--- src/rtl/hht_mchan_fifo_if.sv ---
// Bus bundle for hht_mchan_fifo: per-channel write side, shared read side and
// status/error flags. The FIFO takes the slave view, the request engines the master view.
interface hht_mchan_fifo_if #(
    parameter int DW     = 32,
    parameter int DEPTH  = 8,
    parameter int NUM_CH = 2
);
    localparam int AW = $clog2(DEPTH);
    localparam int CW = (NUM_CH > 1) ? $clog2(NUM_CH) : 1;

    logic [NUM_CH-1:0]          wr_en;
    logic [NUM_CH*DW-1:0]       wr_data;
    logic [NUM_CH-1:0]          full;
    logic [NUM_CH-1:0]          afull;
    logic [NUM_CH*(AW+1)-1:0]   level;
    logic                       rd_en;
    logic [DW-1:0]              rd_data;
    logic                       rd_valid;
    logic [CW-1:0]              rd_ch;
    logic                       empty;
    logic [NUM_CH-1:0]          ovf;
    logic                       udf;
    logic                       clr_err;

    modport master (
        output wr_en, wr_data, rd_en, clr_err,
        input  full, afull, level, rd_data, rd_valid, rd_ch, empty, ovf, udf
    );

    modport slave (
        input  wr_en, wr_data, rd_en, clr_err,
        output full, afull, level, rd_data, rd_valid, rd_ch, empty, ovf, udf
    );
endinterface

--- src/rtl/hht_mchan_fifo.sv ---
// Multi-channel circular FIFO with a round-robin drained shared read port.
// Define HHT_FIFO_FWFT_EN for a first-word-fall-through read port.
module hht_mchan_fifo #(
    parameter int DW       = 32,
    parameter int DEPTH    = 8,
    parameter int NUM_CH   = 2,
    parameter int AF_LEVEL = 6
) (
    input  logic            clk,
    input  logic            reset,
    hht_mchan_fifo_if.slave bus
);
    localparam int AW = $clog2(DEPTH);
    localparam int LW = AW + 1;
    localparam int CW = (NUM_CH > 1) ? $clog2(NUM_CH) : 1;
    localparam logic [LW-1:0] FULL_LVL = LW'(DEPTH);
    localparam logic [LW-1:0] AF_LVL   = LW'(AF_LEVEL);
    localparam logic [CW-1:0] LAST_RST = CW'(NUM_CH - 1);

    logic [DW-1:0]     mem_q    [NUM_CH][DEPTH];
    logic [AW-1:0]     wr_ptr_q [NUM_CH];
    logic [AW-1:0]     wr_ptr_d [NUM_CH];
    logic [AW-1:0]     rd_ptr_q [NUM_CH];
    logic [AW-1:0]     rd_ptr_d [NUM_CH];
    logic [LW-1:0]     level_q  [NUM_CH];
    logic [LW-1:0]     level_d  [NUM_CH];
    logic [CW-1:0]     last_q, last_d;
    logic [NUM_CH-1:0] ovf_q, ovf_d;
    logic              udf_q, udf_d;

    logic [NUM_CH-1:0] full, afull, wr_fire;
    logic              empty;
    logic              grant_vld;
    logic [CW-1:0]     grant_ch;
    logic              pop;
    logic [DW-1:0]     head_data;

    function automatic logic [CW-1:0] rr_idx(input logic [CW-1:0] base, input int k);
        return CW'((int'(base) + k) % NUM_CH);
    endfunction

    // NOTE: every always_comb output gets a default first so no path leaves it unassigned (no latch).
    always_comb begin
        full    = '0;
        afull   = '0;
        wr_fire = '0;
        empty   = 1'b1;
        for (int i = 0; i < NUM_CH; i++) begin
            full[i]    = (level_q[i] == FULL_LVL);
            afull[i]   = (level_q[i] >= AF_LVL);
            wr_fire[i] = bus.wr_en[i] && !full[i];
            if (level_q[i] != '0) empty = 1'b0;
        end
    end

    // Walk from furthest to nearest candidate so the one right after last_q wins.
    always_comb begin
        grant_vld = 1'b0;
        grant_ch  = '0;
        for (int k = NUM_CH; k >= 1; k--) begin
            if (level_q[rr_idx(last_q, k)] != '0) begin
                grant_vld = 1'b1;
                grant_ch  = rr_idx(last_q, k);
            end
        end
        head_data = mem_q[grant_ch][rd_ptr_q[grant_ch]];
    end

    assign pop = bus.rd_en && grant_vld;

    always_comb begin
        wr_ptr_d = wr_ptr_q;
        rd_ptr_d = rd_ptr_q;
        level_d  = level_q;
        last_d   = last_q;
        for (int i = 0; i < NUM_CH; i++) begin
            if (wr_fire[i]) wr_ptr_d[i] = wr_ptr_q[i] + AW'(1);
            if (pop && grant_ch == CW'(i)) rd_ptr_d[i] = rd_ptr_q[i] + AW'(1);
            level_d[i] = level_q[i] + LW'(wr_fire[i]) - LW'(pop && grant_ch == CW'(i));
        end
        if (pop) last_d = grant_ch;
        ovf_d = (bus.clr_err ? '0 : ovf_q) | (bus.wr_en & full);
        udf_d = (bus.clr_err ? 1'b0 : udf_q) | (bus.rd_en & empty);
    end

    // NOTE: storage has no reset; pointers and levels alone define which entries are live.
    always_ff @(posedge clk) begin
        for (int i = 0; i < NUM_CH; i++) begin
            if (wr_fire[i]) mem_q[i][wr_ptr_q[i]] <= bus.wr_data[i*DW +: DW];
        end
    end

    // NOTE: sequential state is updated with non-blocking assignments only.
    always_ff @(posedge clk) begin
        if (!reset) begin
            wr_ptr_q <= '{default: '0};
            rd_ptr_q <= '{default: '0};
            level_q  <= '{default: '0};
            last_q   <= LAST_RST;
            ovf_q    <= '0;
            udf_q    <= 1'b0;
        end else begin
            wr_ptr_q <= wr_ptr_d;
            rd_ptr_q <= rd_ptr_d;
            level_q  <= level_d;
            last_q   <= last_d;
            ovf_q    <= ovf_d;
            udf_q    <= udf_d;
        end
    end

`ifdef HHT_FIFO_FWFT_EN
    assign bus.rd_valid = grant_vld;
    assign bus.rd_data  = head_data;
    assign bus.rd_ch    = grant_ch;
`else
    logic [DW-1:0] rd_data_q, rd_data_d;
    logic          rd_valid_q, rd_valid_d;
    logic [CW-1:0] rd_ch_q, rd_ch_d;

    always_comb begin
        rd_valid_d = pop;
        rd_data_d  = pop ? head_data : rd_data_q;
        rd_ch_d    = pop ? grant_ch  : rd_ch_q;
    end

    always_ff @(posedge clk) begin
        if (!reset) begin
            rd_data_q  <= '0;
            rd_valid_q <= 1'b0;
            rd_ch_q    <= '0;
        end else begin
            rd_data_q  <= rd_data_d;
            rd_valid_q <= rd_valid_d;
            rd_ch_q    <= rd_ch_d;
        end
    end

    assign bus.rd_valid = rd_valid_q;
    assign bus.rd_data  = rd_data_q;
    assign bus.rd_ch    = rd_ch_q;
`endif

    for (genvar g = 0; g < NUM_CH; g++) begin : g_level
        assign bus.level[g*LW +: LW] = level_q[g];
    end

    assign bus.full  = full;
    assign bus.afull = afull;
    assign bus.empty = empty;
    assign bus.ovf   = ovf_q;
    assign bus.udf   = udf_q;
endmodule
--- src/flat_wrapper.sv ---
// flat-port wrapper written by rule: the top's interface ports become plain ports
module hht_mchan_fifo_flat 
#(
    parameter int DW       = 32,
    parameter int DEPTH    = 8,
    parameter int NUM_CH   = 2,
    parameter int AF_LEVEL = 6
)
  (clk, reset, bus_wr_en, bus_wr_data, bus_rd_en, bus_clr_err, bus_full, bus_afull, bus_level, bus_rd_data, bus_rd_valid, bus_rd_ch, bus_empty, bus_ovf, bus_udf);
  hht_mchan_fifo_if #(.DW(DW), .DEPTH(DEPTH), .NUM_CH(NUM_CH)) bus_i ();
  input  logic clk;
  input  logic reset;
  input wire logic [$bits(bus_i.wr_en)-1:0] bus_wr_en;
  input wire logic [$bits(bus_i.wr_data)-1:0] bus_wr_data;
  input wire logic [$bits(bus_i.rd_en)-1:0] bus_rd_en;
  input wire logic [$bits(bus_i.clr_err)-1:0] bus_clr_err;
  output wire logic [$bits(bus_i.full)-1:0] bus_full;
  output wire logic [$bits(bus_i.afull)-1:0] bus_afull;
  output wire logic [$bits(bus_i.level)-1:0] bus_level;
  output wire logic [$bits(bus_i.rd_data)-1:0] bus_rd_data;
  output wire logic [$bits(bus_i.rd_valid)-1:0] bus_rd_valid;
  output wire logic [$bits(bus_i.rd_ch)-1:0] bus_rd_ch;
  output wire logic [$bits(bus_i.empty)-1:0] bus_empty;
  output wire logic [$bits(bus_i.ovf)-1:0] bus_ovf;
  output wire logic [$bits(bus_i.udf)-1:0] bus_udf;
  assign bus_i.wr_en = bus_wr_en;
  assign bus_i.wr_data = bus_wr_data;
  assign bus_i.rd_en = bus_rd_en;
  assign bus_i.clr_err = bus_clr_err;
  assign bus_full = bus_i.full;
  assign bus_afull = bus_i.afull;
  assign bus_level = bus_i.level;
  assign bus_rd_data = bus_i.rd_data;
  assign bus_rd_valid = bus_i.rd_valid;
  assign bus_rd_ch = bus_i.rd_ch;
  assign bus_empty = bus_i.empty;
  assign bus_ovf = bus_i.ovf;
  assign bus_udf = bus_i.udf;
  hht_mchan_fifo #(.DW(DW), .DEPTH(DEPTH), .NUM_CH(NUM_CH), .AF_LEVEL(AF_LEVEL)) u_core (.clk(clk), .reset(reset), .bus(bus_i));
endmodule
--- config.mk ---
export PLATFORM = sky130hd
export DESIGN_NAME = hht_mchan_fifo_flat
export DESIGN_NICKNAME = d
export VERILOG_FILES = /design/src/rtl/hht_mchan_fifo_if.sv /design/src/rtl/hht_mchan_fifo.sv /design/src/flat_wrapper.sv
export SDC_FILE = /design/constraint.sdc
export NUM_CORES = 1
export LEC_CHECK = 0
export ABC_AREA = 1
export CELL_PAD_IN_SITES_DETAIL_PLACEMENT = 0
export CELL_PAD_IN_SITES_GLOBAL_PLACEMENT = 1
export CORE_AREA = 2 2 227 229
export CTS_CLUSTER_DIAMETER = 100
export DETAILED_ROUTE_END_ITERATION = 10
export DIE_AREA = 0 0 229 231
export MAX_ROUTING_LAYER = met4
export PLACE_DENSITY_LB_ADDON = 0.1
export SLEW_MARGIN = 20
export SYNTH_ARGS = -nofsm -noshare
export SYNTH_HDL_FRONTEND = slang
export SYNTH_SLANG_ARGS = --single-unit
--- constraint.sdc ---
create_clock -name clk -period 3.75 [get_ports clk]
set_input_delay 0.375 -clock clk [delete_from_list [all_inputs] [get_ports clk]]
set_output_delay 0.375 -clock clk [all_outputs]
set_load 0.005 [all_outputs]
== Word level (Yosys, flattened, before mapping) ==
Memories as Yosys holds them, arrays and structs flattened.
Index checks and enable logic that the tools add are counted.

* Register bits: 58
* Memory bits (writable): 512
* Bits of input ports: 70
* Output and inout bits: 50
* Memories: 1

{| class="wikitable"
|+ Memories
! memory !! depth !! width !! read ports !! clocked after memory_dff !! write ports !! RTL line !! RTL
|-
| u_core.mem_q || 2 || 256 || 1 || 0 || 2 || hht_mchan_fifo.sv:20 || <nowiki>logic [DW-1:0] mem_q [NUM_CH][DEPTH];</nowiki>
|}

* $add $sub $neg: 10
* $lt $le $gt $ge: 10
* Eq/ne operators: 2
* Mux-type cells: 28
* Bitwise operators: 11
* Reduce and logical (&&, ||, !) cells: 13

{| class="wikitable"
|+ Operator list
! cell !! count
|-
| 2-to-1 mux 256 bit || 2
|-
| demux 32 bit (select 3 bit) || 2
|-
| 2-to-1 mux 32 bit || 4
|-
| binary-select mux 32 bit (select 3 bit) || 1
|-
| 2-to-1 mux 4 bit || 6
|-
| nonzero test 4 bit || 4
|-
| adder 3 x 1 -> 3 bit, second input constant || 4
|-
| >= comparator 4 bit, second input constant || 3
|-
| inverter 3 -> 4 bit || 3
|-
| 2-to-1 mux 1 bit || 9
|-
| 2-to-1 mux 3 bit || 3
|-
| adder 4 x 1 -> 4 bit || 2
|-
| equality test 4 bit, second input constant || 2
|-
| >= comparator 4 x 3 -> 1 bit, second input constant || 2
|-
| less-than comparator 4 x 1 -> 1 bit, second input constant || 2
|-
| subtractor 4 x 1 -> 4 bit || 2
|-
| logical AND 1 bit || 7
|-
| >= comparator 2 bit, second input constant || 3
|-
| inverter 1 -> 2 bit || 3
|-
| adder 1 bit, second input constant || 2
|-
| bitwise AND 2 bit || 1
|-
| zero test 1 bit || 2
|-
| 2-to-1 mux 2 bit || 1
|-
| OR 2 bit || 1
|-
| other kinds (3) || 3
|}

== Longest topological paths before layout ==
Gate-level depths: netlist of the first run.

* Word-level depth: 16
* Mapped depth: 18
* Depth with buffers taken out: 16

== Least setup slack after synthesis of the first run ==
OpenSTA, ideal clock, no wires.

* Path kind: register to register
* From: register u_core.level_q (netlist bit u_core.bus.level[2])
* To: memory u_core.mem_q[0][0] (netlist name) (enable)
* Data arrival time: 2,637 ps
* Data required time: 3,329 ps
* Slack: 692 ps
* Stages on the path, launching flop included: 10
* Path buffers: 0
* Period minus slack after synthesis: 3,058 ps
* Path through: dfxtp_1 -> inv_1 -> ha_1 -> nand2_1 -> inv_1 -> nor2_1 -> inv_1 -> nor2_1 -> inv_1 -> nor2_1

{| class="wikitable"
|+ RTL lines
! what !! RTL line !! RTL
|-
| start, declared || hht_mchan_fifo.sv:25 || <nowiki>logic [LW-1:0] level_q [NUM_CH];</nowiki>
|-
| start signal, assigned || hht_mchan_fifo.sv:105 || <nowiki>level_q <= level_d;</nowiki>
|-
| end, declared || hht_mchan_fifo.sv:20 ||
|}

== Final worst setup path of the first run ==
* From: register u_core.level_q (netlist bit u_core.bus.level[1])
* To: register u_core.rd_data_q[8] (netlist: u_core.bus.rd_data[8])

* Word-level cells in the longest chain between the ends: 14

{| class="wikitable"
|+ Ends and longest elaborated chain
! what !! RTL line !! RTL
|-
| 2-to-1 mux 4 bit (not written as such) (3 in a row) || hht_mchan_fifo.sv:61 || <nowiki>if (level_q[rr_idx(last_q, k)] != '0) begin</nowiki>
|-
| nonzero test 4 bit || hht_mchan_fifo.sv:61 ||
|-
| 2-to-1 mux 1 bit (2 in a row) || hht_mchan_fifo.sv:61 ||
|-
| inverter 1 -> 2 bit (not written as such) || hht_mchan_fifo.sv:66 || <nowiki>head_data = mem_q[grant_ch][rd_ptr_q[grant_ch]];</nowiki>
|-
| 2-to-1 mux 3 bit (not written as such) (3 in a row) || hht_mchan_fifo.sv:66 ||
|-
| inverter 3 -> 4 bit (not written as such) || hht_mchan_fifo.sv:66 ||
|-
| binary-select mux 32 bit (select 3 bit) || hht_mchan_fifo.sv:66 ||
|-
| 2-to-1 mux 32 bit (not written as such) (2 in a row) || hht_mchan_fifo.sv:66 ||
|-
| end signal, assigned || hht_mchan_fifo.sv:133 || <nowiki>rd_data_q <= rd_data_d;</nowiki>
|-
| end, declared || hht_mchan_fifo.sv:117 || <nowiki>logic [DW-1:0] rd_data_q, rd_data_d;</nowiki>
|}

Parallel ways exist; a longest one is shown, timed or not. The select of a mux whose other input is x is not followed.
A chain may end at the register's enable or synchronous reset.

==> results.json, run 1 <==
{
  "cts.repair.resized": 0,
  "min_tclk_post_route_ns": 3.02,
  "postCtsHoldBufs": 0,
  "hold_violations": 0,
  "mapped_area_sq_um": 23900,
  "synth_fp_nets": 2341,
  "timing.critical_path.arrival_ns": 3.56,
  "critPathCaptureType": "register",
  "max-clock-path-buffers": 3,
  "r2r_end": "u_core.bus.rd_data[8]$_SDFFE_PN0N_",
  "area_growth_pct": 16.2,
  "dr.max_layer_used": "met4",
  "drt_first_iter_violations": 1600,
  "maxCapViolations": 0,
  "grt_max_degree": 202,
  "finalMaxSlewViolations": 0,
  "end_of_flow_core_utilization": 0.549,
  "hold_path.class": "in -> reg",
  "worst_ep_required_time_ns": 4.28,
  "dieHeight_microns": 231,
  "fmaxAchievable_mhz": 331,
  "antenna_found_initial": 0,
  "run_status": "finished, final reports clean",
  "vdd_ir_drop_max_mv": 1.15,
  "startpoint_of_the_lowest_slack_register_to_register_path": "u_core.bus.level[1]$_SDFF_PN0_",
  "synth-warning-count": 0,
  "gr-total-overflow": 0,
  "worst_path_slowest_cell": "sky130_fd_sc_hd__buf_12",
  "clock-skew-final_ns": 0.0264,
  "hold_path_depth": 3,
  "global_route_wire_length_before_repair_microns": 103000,
  "route.met2.wl_microns": 31900,
  "synth_cell_types": 28,
  "totalNegativeSetupSlack_ns": 0,
  "dieWidth_microns": 229,
  "cts.sink_count": 570,
  "cp_max_fo": 201,
  "power.leakage_nw": 10.6,
  "synthesis.instances": 2251,
  "routed_wirelength_microns": 68500,
  "unrepaired_setup_endpoints_after_global_routing": "no",
  "numCtsBuffers": 60,
  "hold_path_startpoint": "bus_wr_en[1]",
  "dr.pass1.iters": 7,
  "met3_wirelength_microns": 4010,
  "worstPathCellList": "nor2_4 > nand3_1 > nand2_2 > nand2_8 > buf_12 > nand3_1 > nand2_1 > nand2_1 > nand2_1 > nand2_1 > nand3_1 > nand3_1 > a21oi_1",
  "vias_per_cell": 5.54,
  "timing_worst_slew_pin_value_ns": 1.20,
  "synth.ff_latch_count": 570,
  "worst_setup_hold_path_clk_slew_ns": 0.06,
  "ant_nets": 0,
  "whs_endpoint": "u_core.bus.ovf[1]$_SDFF_PN0_",
  "final.fill_count": 4489,
  "grt_usage": 0.267,
  "grt_pass1_vias": 16200,
  "diodes": 0,
  "tritoncts": "done",
  "floorplan.die_area_sq_um": 52900,
  "initial_core_utilization": 0.472,
  "htree_levels": 2,
  "port_bufs": 119,
  "drc": 0,
  "top_level_i_o_count": 120,
  "setup_violations_final": 0,
  "final_nets": 2414,
  "max_stage_delay_ns": 0.54,
  "fraction_of_final_layout_cells_sized_beyond_drive_strength_1": 0.0649,
  "drt-wirelength-per-cell_microns": 22.4,
  "clk-insertion-delay-late_ns": 0.62,
  "met1_wire_length_microns": 30700,
  "detailedPlacementHpwl_microns": 34800,
  "vias": 16900,
  "path_class": "reg -> reg",
  "min_period_over_period": 0.806,
  "gp_congestion": 0.811,
  "depth_of_the_worst_register_to_register_path": 13,
  "clock_tree.root_cell": "sky130_fd_sc_hd__clkbuf_16",
  "postCtsSetupRepairBufs": 0,
  "core-area_sq_um": 50700,
  "minimum_setup_slack_among_reg_to_reg_paths_ns": 0.73,
  "floorplan.rows": 83,
  "crit_start_category": "register",
  "ys_seq_area_frac": 0.691,
  "avgSynthCellArea_sq_um": 10.6,
  "power.density_nw_per_um2": 859,
  "max-slew-margin-rel": 0.198
}
==> cell type report <==
class	instances	area, sq um	share of cell area
multi-input cells	1493	6680	0.240
repair buffers	155	1640	0.0588
well taps	680	851	0.0306
inverters	44	168	0.00603
flip-flops and latches	570	16500	0.595
clock buffers	78	1610	0.0579
clock inverters	32	330	0.0119
==> metal layers <==
| metal | vias up | GRT usage |
|---|---|---|
| met2 | 632 | 0.410 |
| li1 | 7863 | - |
| met3 | 132 | 0.0324 |
| met4 | 0 | 0.0842 |
| met1 | 8294 | 0.373 |
| met5 | - | - |
==> cell families (layout without fill, tap and decap cells) <==
kind of cell,after synthesis,after routing,synth area share
adders and majority gates,20,20,0.0111
and+or+nand+nor,1407,1407,0.246
buffers and inverters,188,309,0.0378
AOI/OAI and AO/OA,65,65,0.0141
DFF,570,570,0.691
xor gates and xnor gates,1,1,0.000366
==> synth_stat cells <==
cell type	number	area (sq um)
sky130_fd_sc_hd__a211oi_1	1	7.51
sky130_fd_sc_hd__a21oi_1	48	240
sky130_fd_sc_hd__buf_1	7	26.3
sky130_fd_sc_hd__buf_2	79	395
sky130_fd_sc_hd__buf_4	14	105
sky130_fd_sc_hd__buf_6	5	56.3
sky130_fd_sc_hd__buf_8	1	15.0
sky130_fd_sc_hd__clkbuf_1	38	143
sky130_fd_sc_hd__clkinv_1	1	3.75
sky130_fd_sc_hd__dfxtp_1	58	1160
sky130_fd_sc_hd__edfxtp_1	512	15400
sky130_fd_sc_hd__fa_1	2	40.0
sky130_fd_sc_hd__ha_1	18	225
sky130_fd_sc_hd__inv_1	41	154
sky130_fd_sc_hd__inv_2	2	7.51
sky130_fd_sc_hd__nand2_1	907	3400
sky130_fd_sc_hd__nand2_2	3	18.8
sky130_fd_sc_hd__nand2_4	1	11.3
sky130_fd_sc_hd__nand3_1	458	2290
sky130_fd_sc_hd__nor2_1	35	131
sky130_fd_sc_hd__nor2_2	1	6.26
sky130_fd_sc_hd__nor2_4	1	11.3
sky130_fd_sc_hd__nor3_1	1	5.00
sky130_fd_sc_hd__o211ai_1	1	7.51
sky130_fd_sc_hd__o21ai_0	11	55.1
sky130_fd_sc_hd__o21ai_1	2	10.0
sky130_fd_sc_hd__o21ai_2	2	17.5
sky130_fd_sc_hd__xor2_1	1	8.76
==> layout by cell type (no fill, tap or decap), types with 19 or more instances in the layout <==
cell and instances:
sky130_fd_sc_hd__a21oi_1 48, sky130_fd_sc_hd__buf_4 22, sky130_fd_sc_hd__clkbuf_16 61, sky130_fd_sc_hd__clkdlybuf4s50_1 119, sky130_fd_sc_hd__dfxtp_1 58, sky130_fd_sc_hd__edfxtp_1 512
sky130_fd_sc_hd__inv_1 40, sky130_fd_sc_hd__nand2_1 904, sky130_fd_sc_hd__nand3_1 458, sky130_fd_sc_hd__nor2_1 19
==> report_power, final <==
| part | switching (mW) | internal [mW] |
|---|---|---|
| Combinational | 7.09 | 3.13 |
| Sequential | 0.253 | 7.49 |
| Clock | 2.43 | 3.48 |
| Total | 9.78 | 14.1 |
==> sequential cells by signal, summed over array words and instances, names as in the netlist <==
register             cells
u_core.wr_ptr_q          6
u_core.bus.rd_ch         1
u_core.bus.ovf           2
u_core.mem_q           512
u_core.bus.level         8
u_core.bus.udf           1
u_core.rd_ptr_q          6
u_core.bus.rd_data      32
u_core.bus.rd_valid      1
u_core.last_q            1
==> how the worst max path moves through the flow <==
stage / depth (start not counted) / startpoint / slack [ns] / end
floorplan: 9 / u_core.bus.level[2]$_SDFF_PN0_ / 0.69 / u_core.mem_q[0][0]$_DFFE_PP_
global placement: 6 / bus_wr_en[1] / 0.76 / u_core.mem_q[1][228]$_DFFE_PP_
detailed placement: 6 / bus_wr_en[1] / 0.73 / u_core.mem_q[1][226]$_DFFE_PP_
CTS: 13 / u_core.bus.level[1]$_SDFF_PN0_ / 0.79 / u_core.bus.rd_data[8]$_SDFFE_PN0N_
global route: 13 / u_core.bus.level[1]$_SDFF_PN0_ / 0.53 / u_core.bus.rd_data[8]$_SDFFE_PN0N_
finish: 13 / u_core.bus.level[1]$_SDFF_PN0_ / 0.73 / u_core.bus.rd_data[8]$_SDFFE_PN0N_
==> critical path, delay by kind of cell (launching register included) <==
family | cells | cell delay [ns]
AND/OR/NAND/NOR | 11 | 1.43
AO/OA/AOI/OAI | 1 | 0.15
buffers and inverters | 1 | 0.54
flip-flops | 1 | 0.48
==> stage by stage <==
step	instance area [sq um]	cells	total power [mW]	hold WS [ns]	worst slack, ns
floorplan	23900	2251	15.0	0.435	0.692
global placement	25900	2942	18.1	0.453	0.765
detailed placement	25900	2942	18.1	0.457	0.726
CTS	27800	3052	24.0	0.330	0.791
global route	27800	3052	25.5	0.380	0.531
finish	27800	3052	23.9	0.358	0.728
(Power assumes the default switching activity.)
==> inputs of run 2 (changes only) <==
--- a/config.mk
+++ b/config.mk
@@ -8,10 +8,10 @@
 export ABC_AREA = 1
 export CELL_PAD_IN_SITES_DETAIL_PLACEMENT = 0
 export CELL_PAD_IN_SITES_GLOBAL_PLACEMENT = 1
-export CORE_AREA = 2 2 227 229
+export CORE_AREA = 2 2 239 241
 export CTS_CLUSTER_DIAMETER = 100
 export DETAILED_ROUTE_END_ITERATION = 10
-export DIE_AREA = 0 0 229 231
+export DIE_AREA = 0 0 241 243
 export MAX_ROUTING_LAYER = met4
 export PLACE_DENSITY_LB_ADDON = 0.1
 export SLEW_MARGIN = 20
==> constraint.sdc (replaced) <==
create_clock -name clk -period 2.6 [get_ports clk]
set_input_delay 0.26 -clock clk [delete_from_list [all_inputs] [get_ports clk]]
set_output_delay 0.26 -clock clk [all_outputs]
set_load 0.005 [all_outputs]
==> run 2 against run 1 <==
Net effect: routed wire length rose by 1.8%; register-to-register slack worse by 0.57 ns; global-route usage shrank 2.0 points; combinational power rose by 57%; sequential share of layout area shrank 2.4 points; die area increased by 11%; non-clock buffer count is 70 higher; clock-buffer cell count increased by 11; highest routed layer unchanged.
==> results.json, run 2 (synthesis results as in run 1) <==
{
  "clock-skew-final_ns": 0.0234,
  "ant_nets": 0,
  "drt_first_iter_violations": 1572,
  "diodes": 0,
  "path_class": "reg -> out",
  "initial_core_utilization": 0.428,
  "drc": 0,
  "power.density_nw_per_um2": 1220,
  "global_route_wire_length_before_repair_microns": 104000,
  "routed_wirelength_microns": 69700,
  "post_layout_nonfiller_instances": 3201,
  "startpoint_of_the_lowest_slack_register_to_register_path": "u_core.bus.level[2]$_SDFF_PN0_",
  "layout_common_cells": "sky130_fd_sc_hd__nand2_1 (903), sky130_fd_sc_hd__edfxtp_1 (512), sky130_fd_sc_hd__nand3_1 (458)",
  "whs_endpoint": "u_core.bus.ovf[1]$_SDFF_PN0_",
  "vias_per_cell": 5.29,
  "htree_levels": 2,
  "cts.sink_count": 570,
  "core-area_sq_um": 56000,
  "dieHeight_microns": 243,
  "minimum_setup_slack_among_reg_to_reg_paths_ns": 0.16,
  "hold_violations": 0,
  "grt_pass1_vias": 16300,
  "floorplan.die_area_sq_um": 58600,
  "worst_setup_hold_path_clk_slew_ns": 0.06,
  "worst_ep_required_time_ns": 2.34,
  "vias": 16900,
  "gp_congestion": 0.775,
  "postCtsSetupRepairBufs": 0,
  "power.leakage_nw": 11.2,
  "vdd_ir_drop_max_mv": 0.731,
  "hold_path.class": "in -> reg",
  "fmaxAchievable_mhz": 406,
  "max-clock-path-buffers": 3,
  "numPlacedInstances": 3087,
  "finalMaxSlewViolations": 0,
  "cp_max_fo": 3,
  "min_period_over_period": 0.947,
  "timing_worst_slew_pin_value_ns": 0.696,
  "detailedPlacementHpwl_microns": 39100,
  "setup_violations_final": 0,
  "hold_path_depth": 3,
  "top_level_i_o_count": 120,
  "floorplan.rows": 87,
  "min_tclk_post_route_ns": 2.46,
  "depth_of_the_worst_register_to_register_path": 15,
  "timing.critical_path.arrival_ns": 2.20,
  "antenna_found_initial": 0,
  "final_nets": 2484,
  "r2r_end": "u_core.bus.rd_data[10]$_SDFFE_PN0N_",
  "drt-wirelength-per-cell_microns": 21.8,
  "unrepaired_setup_endpoints_after_global_routing": "yes",
  "area_growth_pct": 21.0,
  "port_bufs": 119,
  "run_status": "finished, final reports clean",
  "crit_start_category": "register",
  "fraction_of_final_layout_cells_sized_beyond_drive_strength_1": 0.0924,
  "gr-total-overflow": 0,
  "maxCapViolations": 0,
  "dp_slack_ns": 0.123,
  "grt_usage": 0.247,
  "dieWidth_microns": 241,
  "critPathCaptureType": "primary output",
  "dr.pass1.iters": 7,
  "hold_path_startpoint": "bus_wr_en[1]",
  "layout.cells.most_common": "sky130_fd_sc_hd__nand2_1",
  "setup_ws_ns": 0.138,
  "clock_tree.root_cell": "sky130_fd_sc_hd__clkbuf_16",
  "grt_max_degree": 97,
  "max-slew-margin-rel": 0.536,
  "numCtsBuffers": 60,
  "tritoncts": "done",
  "final.fill_count": 5023,
  "clk-insertion-delay-late_ns": 0.64,
  "number_of_flip_flops_under_the_largest_register_name": 512
}
-- run 2: changes by cell type in the layout (fill, tap and decap cells not counted), moves of 3 or more --
cell                        previous run  this run
sky130_fd_sc_hd__buf_12               14        54
sky130_fd_sc_hd__clkinv_2             15        12
sky130_fd_sc_hd__buf_4                22        47
sky130_fd_sc_hd__clkbuf_8              2         5
sky130_fd_sc_hd__clkbuf_1             15        22
sky130_fd_sc_hd__bufinv_16             7         3
-- run 2: repair_timing --
| action | in CTS | in global routing |
|---|---|---|
| endpoints found under the setup margin | 0 | 24 |
| gates resized for setup | 0 | 9 |
| hold buffers | 0 | 0 |
-- run 2: metal layers --
layer | vias up | part of all wire | global-route usage
met3 | 110 | 0.067 | 0.0401
met5 | - | 0 | -
li1 | 8000 | - | -
met1 | 8289 | 0.44 | 0.335
met2 | 531 | 0.48 | 0.388
met4 | 0 | 0.021 | 0.0597
-- run 2: area by class of cell --
type,instances,area (sq um),area share
sequential,570,16500,0.571
timing repair buffer,225,2730,0.0942
multi-input combinational,1493,6690,0.231
clock inverter,24,196,0.00678
clock buffer,89,1700,0.0588
tap,756,946,0.0327
inverter,44,165,0.00570
-- run 2: how the worst max path moves through the flow --
stage	startpoint	endpoint	slack [ns]
2_1_floorplan	u_core.bus.level[2]$_SDFF_PN0_	u_core.mem_q[0][0]$_DFFE_PP_	-0.46
3_3_place_gp	u_core.bus.level[6]$_SDFF_PN0_	u_core.bus.level[2]$_SDFF_PN0_	0.13
3_5_place_dp	u_core.bus.level[6]$_SDFF_PN0_	u_core.bus.level[3]$_SDFF_PN0_	0.12
4_1_cts	u_core.bus.level[6]$_SDFF_PN0_	bus_empty	0.08
5_1_grt	u_core.bus.level[2]$_SDFF_PN0_	u_core.bus.rd_data[13]$_SDFFE_PN0N_	-0.02
6_report	u_core.bus.level[6]$_SDFF_PN0_	bus_empty	0.14
-- run 2: power by group --
part           internal, mW  switching, mW  leakage (nW)
sequential             10.8          0.352          5.12
combinational          5.60           10.4          5.09
clock                  4.80           3.51         0.935
total                  21.2           14.3          11.2
-- run 2: metrics by stage --
| step | utilization | setup TNS, ns | hold slack [ns] | power, mW | cell area, sq um |
|---|---|---|---|---|---|
| 3_5_place_dp | 0.483 | 0 | 0.457 | 27.2 | 27000 |
| 5_1_grt | 0.518 | -0.0486 | 0.257 | 38.0 | 29000 |
| 4_1_cts | 0.517 | 0 | 0.204 | 35.6 | 28900 |
| 3_3_place_gp | 0.483 | 0 | 0.454 | 27.1 | 27000 |
| 6_report | 0.518 | 0 | 0.232 | 35.5 | 29000 |
| 2_1_floorplan | - | -117.30 | 0.359 | 21.6 | 24000 |
-- run 2: worst max-delay path: stages (launching register included) --
cell	delay, ns
sky130_fd_sc_hd__dfxtp_1	0.32
sky130_fd_sc_hd__buf_4	0.14
sky130_fd_sc_hd__inv_1	0.10
sky130_fd_sc_hd__ha_1	0.18
sky130_fd_sc_hd__nand3_1	0.08
sky130_fd_sc_hd__nor3_1	0.21
sky130_fd_sc_hd__clkdlybuf4s50_1	0.55
==> inputs of run 3 (changes only) <==
--- a/config.mk
+++ b/config.mk
@@ -5,13 +5,13 @@
 export SDC_FILE = /design/constraint.sdc
 export NUM_CORES = 1
 export LEC_CHECK = 0
-export ABC_AREA = 1
 export CELL_PAD_IN_SITES_DETAIL_PLACEMENT = 0
 export CELL_PAD_IN_SITES_GLOBAL_PLACEMENT = 1
-export CORE_AREA = 2 2 239 241
+export CORE_AREA = 2 2 223 225
 export CTS_CLUSTER_DIAMETER = 100
 export DETAILED_ROUTE_END_ITERATION = 10
-export DIE_AREA = 0 0 241 243
+export DIE_AREA = 0 0 225 227
+export GPL_ROUTABILITY_DRIVEN = 1
 export MAX_ROUTING_LAYER = met4
 export PLACE_DENSITY_LB_ADDON = 0.1
 export SLEW_MARGIN = 20
==> run 3 against run 2 <==
Net effect: register-to-register slack better by 0.07 ns; synthesized cell count decreased by 40%; non-clock buffer count decreased by 24; critical path depth unchanged; die area decreased by 13%; clock skew barely moved; final area is 7.1% lower; routed wire length is 24% lower; maximum frequency shrank 1.1%; clock-buffer cell count is 3 higher; hold slack improved by 0.13 ns; sequential share of layout area rose by 4.4 points; critical path type unchanged; largest cell class unchanged.
==> results.json, run 3 <==
{
  "synth_area_leaders": "sky130_fd_sc_hd__edfxtp_1 (69%), sky130_fd_sc_hd__mux2i_1 (11%), sky130_fd_sc_hd__dfxtp_1 (5.2%)",
  "setup_violations_final": 0,
  "finalInstanceArea_sq_um": 26900,
  "clock_tree.root_cell": "sky130_fd_sc_hd__clkbuf_16",
  "drt-wirelength-per-cell_microns": 24.1,
  "cp_max_fo": 5,
  "timing.critical_path.arrival_ns": 2.23,
  "finalMaxSlewViolations": 0,
  "clock-skew-final_ns": 0.0231,
  "synth-main-ff-cell": "sky130_fd_sc_hd__edfxtp_1",
  "top_area_cell_type_share_of_the_netlist_area": 0.691,
  "final.fill_count": 3804,
  "numCtsBuffers": 59,
  "placed_cell_areas_sq_um": 24800,
  "dp_slack_ns": 0.256,
  "max-slew-margin-rel": 0.498,
  "critPathCaptureType": "primary output",
  "synth_fp_nets": 1430,
  "critical_path.top_delay_family": "buffers and inverters",
  "htree_levels": 2,
  "power.density_nw_per_um2": 962,
  "detailedPlacementHpwl_microns": 33600,
  "total_power_mw": 25.9,
  "gp_congestion": 0.796,
  "end_of_flow_core_utilization": 0.554,
  "avgSynthCellArea_sq_um": 16.6,
  "asyncSetResetFlopFracSynth": 0,
  "port_bufs": 119,
  "fraction_of_final_layout_cells_sized_beyond_drive_strength_1": 0.148,
  "setup_ws_ns": 0.110,
  "most_frequent_cell_after_synthesis": "sky130_fd_sc_hd__edfxtp_1",
  "worst_ep_required_time_ns": 2.34,
  "holdWs_ns": 0.363,
  "tritoncts": "done",
  "worst_path_slowest_cell": "sky130_fd_sc_hd__clkdlybuf4s50_1",
  "antenna_found_initial": 1,
  "global_route_wire_length_before_repair_microns": 77000,
  "worstPathCellList": "buf_4 > inv_1 > ha_1 > or3b_4 > inv_2 > clkdlybuf4s50_1",
  "grt_pass1_vias": 12100,
  "core-area_sq_um": 48500,
  "totalNegativeSetupSlack_ns": 0,
  "fmaxAchievable_mhz": 402,
  "dieHeight_microns": 227,
  "ant_nets": 0,
  "cts.sink_count": 570,
  "run_status": "finished, final reports clean",
  "dieWidth_microns": 225,
  "layout_common_cells": "sky130_fd_sc_hd__edfxtp_1 (512), sky130_fd_sc_hd__mux2i_1 (245), sky130_fd_sc_hd__clkdlybuf4s50_1 (119)",
  "area_growth_pct": 21.0,
  "min_period_over_period": 0.958,
  "min_tclk_post_route_ns": 2.49,
  "synth-warning-count": 0,
  "max_stage_delay_ns": 0.49,
  "maxCapViolations": 0,
  "vias_per_cell": 5.55,
  "vias": 12200,
  "gr-total-overflow": 0,
  "multi_input_area_sq_um": 5420,
  "hold_violations": 0,
  "synthesis.instances": 1340,
  "mapped_area_sq_um": 22200,
  "synth.ff_latch_count": 570,
  "path_buf_inv": 4,
  "unrepaired_setup_endpoints_after_global_routing": "no",
  "initial_core_utilization": 0.458,
  "final_nets": 1614,
  "vdd_ir_drop_max_mv": 0.492,
  "numPlacedInstances": 2084,
  "clk-insertion-delay-late_ns": 0.62,
  "footprint_of_the_flip_flops_and_latches_sq_um": 16500,
  "dr.pass1.iters": 5,
  "number_of_flip_flops_under_the_largest_register_name": 512,
  "drt_first_iter_violations": 929,
  "hold_path.class": "in -> reg",
  "synth.top_cells.by_count": "sky130_fd_sc_hd__edfxtp_1 (512), sky130_fd_sc_hd__mux2i_1 (245), sky130_fd_sc_hd__o22ai_1 (104)",
  "grt_max_degree": 60,
  "crit_start_category": "register",
  "top_level_i_o_count": 120,
  "timing_worst_slew_pin_value_ns": 0.744,
  "layout.cells.most_common": "sky130_fd_sc_hd__edfxtp_1",
  "drc": 0,
  "synth.largest_area_cell": "sky130_fd_sc_hd__edfxtp_1",
  "worst_setup_hold_path_clk_slew_ns": 0.06,
  "floorplan.die_area_sq_um": 51100,
  "ys_seq_area_frac": 0.744,
  "synth_cell_types": 46,
  "routed_wirelength_microns": 53000,
  "power.leakage_nw": 8.71,
  "grt_usage": 0.215,
  "max-clock-path-buffers": 3,
  "floorplan.rows": 81,
  "path_class": "reg -> out",
  "synth-edff-count": 512,
  "post_layout_nonfiller_instances": 2198
}
## run 3: cell types whose count changed after synthesis, sizes merged, moves of 18 or more
cell	previous run	this run
mux2i	0	245
o22ai	0	104
buf	106	40
a21oi	48	11
nand3	458	6
nand2	911	34
a31oi	0	30
inv	43	22
o21ai	15	48
nor2	37	63
mux2	0	18
## run 3: repair_timing
item                                    4_1_cts  5_1_grt
endpoints found under the setup margin        1        2
buffers inserted                              0        1
hold buffers                                  0        0
resized for setup                             1        2
cloned                                        0        0
## run 3: kinds of logic (layout without fill, tap and decap cells)
| group | Yosys count | count (layout) | synth area share |
|---|---|---|---|
| muxes | 271 | 271 | 0.127 |
| buffers and inverters | 100 | 335 | 0.0196 |
| AOI/OAI and AO/OA | 220 | 220 | 0.0623 |
| adders and majority gates | 20 | 20 | 0.0119 |
| xor gates and xnor gates | 10 | 10 | 0.00394 |
| and+or+nand+nor | 149 | 149 | 0.0312 |
| DFF | 570 | 570 | 0.744 |
| other | 0 | 1 | 0 |
## run 3: area by class of cell
class / instances / area share
tap: 622 / 0.0289
clock inverter: 20 / 0.0109
antenna: 1 / 0.0000930
multi-input combinational: 670 / 0.201
sequential: 570 / 0.615
inverter: 22 / 0.00307
timing repair buffer: 201 / 0.0755
clock buffer: 92 / 0.0655
## run 3: layer usage
layer  GRT usage  wire length (microns)  share of wire
met1       0.283                  23500           0.44
met2       0.349                  26000           0.49
met3      0.0294                   2140          0.040
met4      0.0714                   1370          0.026
met5           -                      0              0
## run 3: final timing paths
path | slack (ns) | to | start | depth (start not counted)
setup / recovery | 0.11 | bus_full[0] | u_core.bus.level[2]$_SDFF_PN0_ | 6
hold / removal | 0.36 | u_core.wr_ptr_q[4]$_SDFFE_PN0P_ | bus_wr_en[0] | 3
setup reg to reg | 0.23 | u_core.bus.level[2]$_SDFF_PN0_ | u_core.bus.level[2]$_SDFF_PN0_ | 9
hold reg to reg | 0.49 | u_core.bus.rd_data[8]$_SDFFE_PN0N_ | u_core.bus.rd_data[8]$_SDFFE_PN0N_ | 2
## run 3: tightest hold or removal path, stage by stage
cell	delay [ns]
sky130_fd_sc_hd__clkdlybuf4s50_1	0.49
sky130_fd_sc_hd__nand3_1	0.12
sky130_fd_sc_hd__a21oi_1	0.05
## run 3: power by group
group	switching, mW	internal, mW
clock	3.41	5.34
combinational	3.33	2.75
sequential	0.404	10.7
total	7.14	18.8
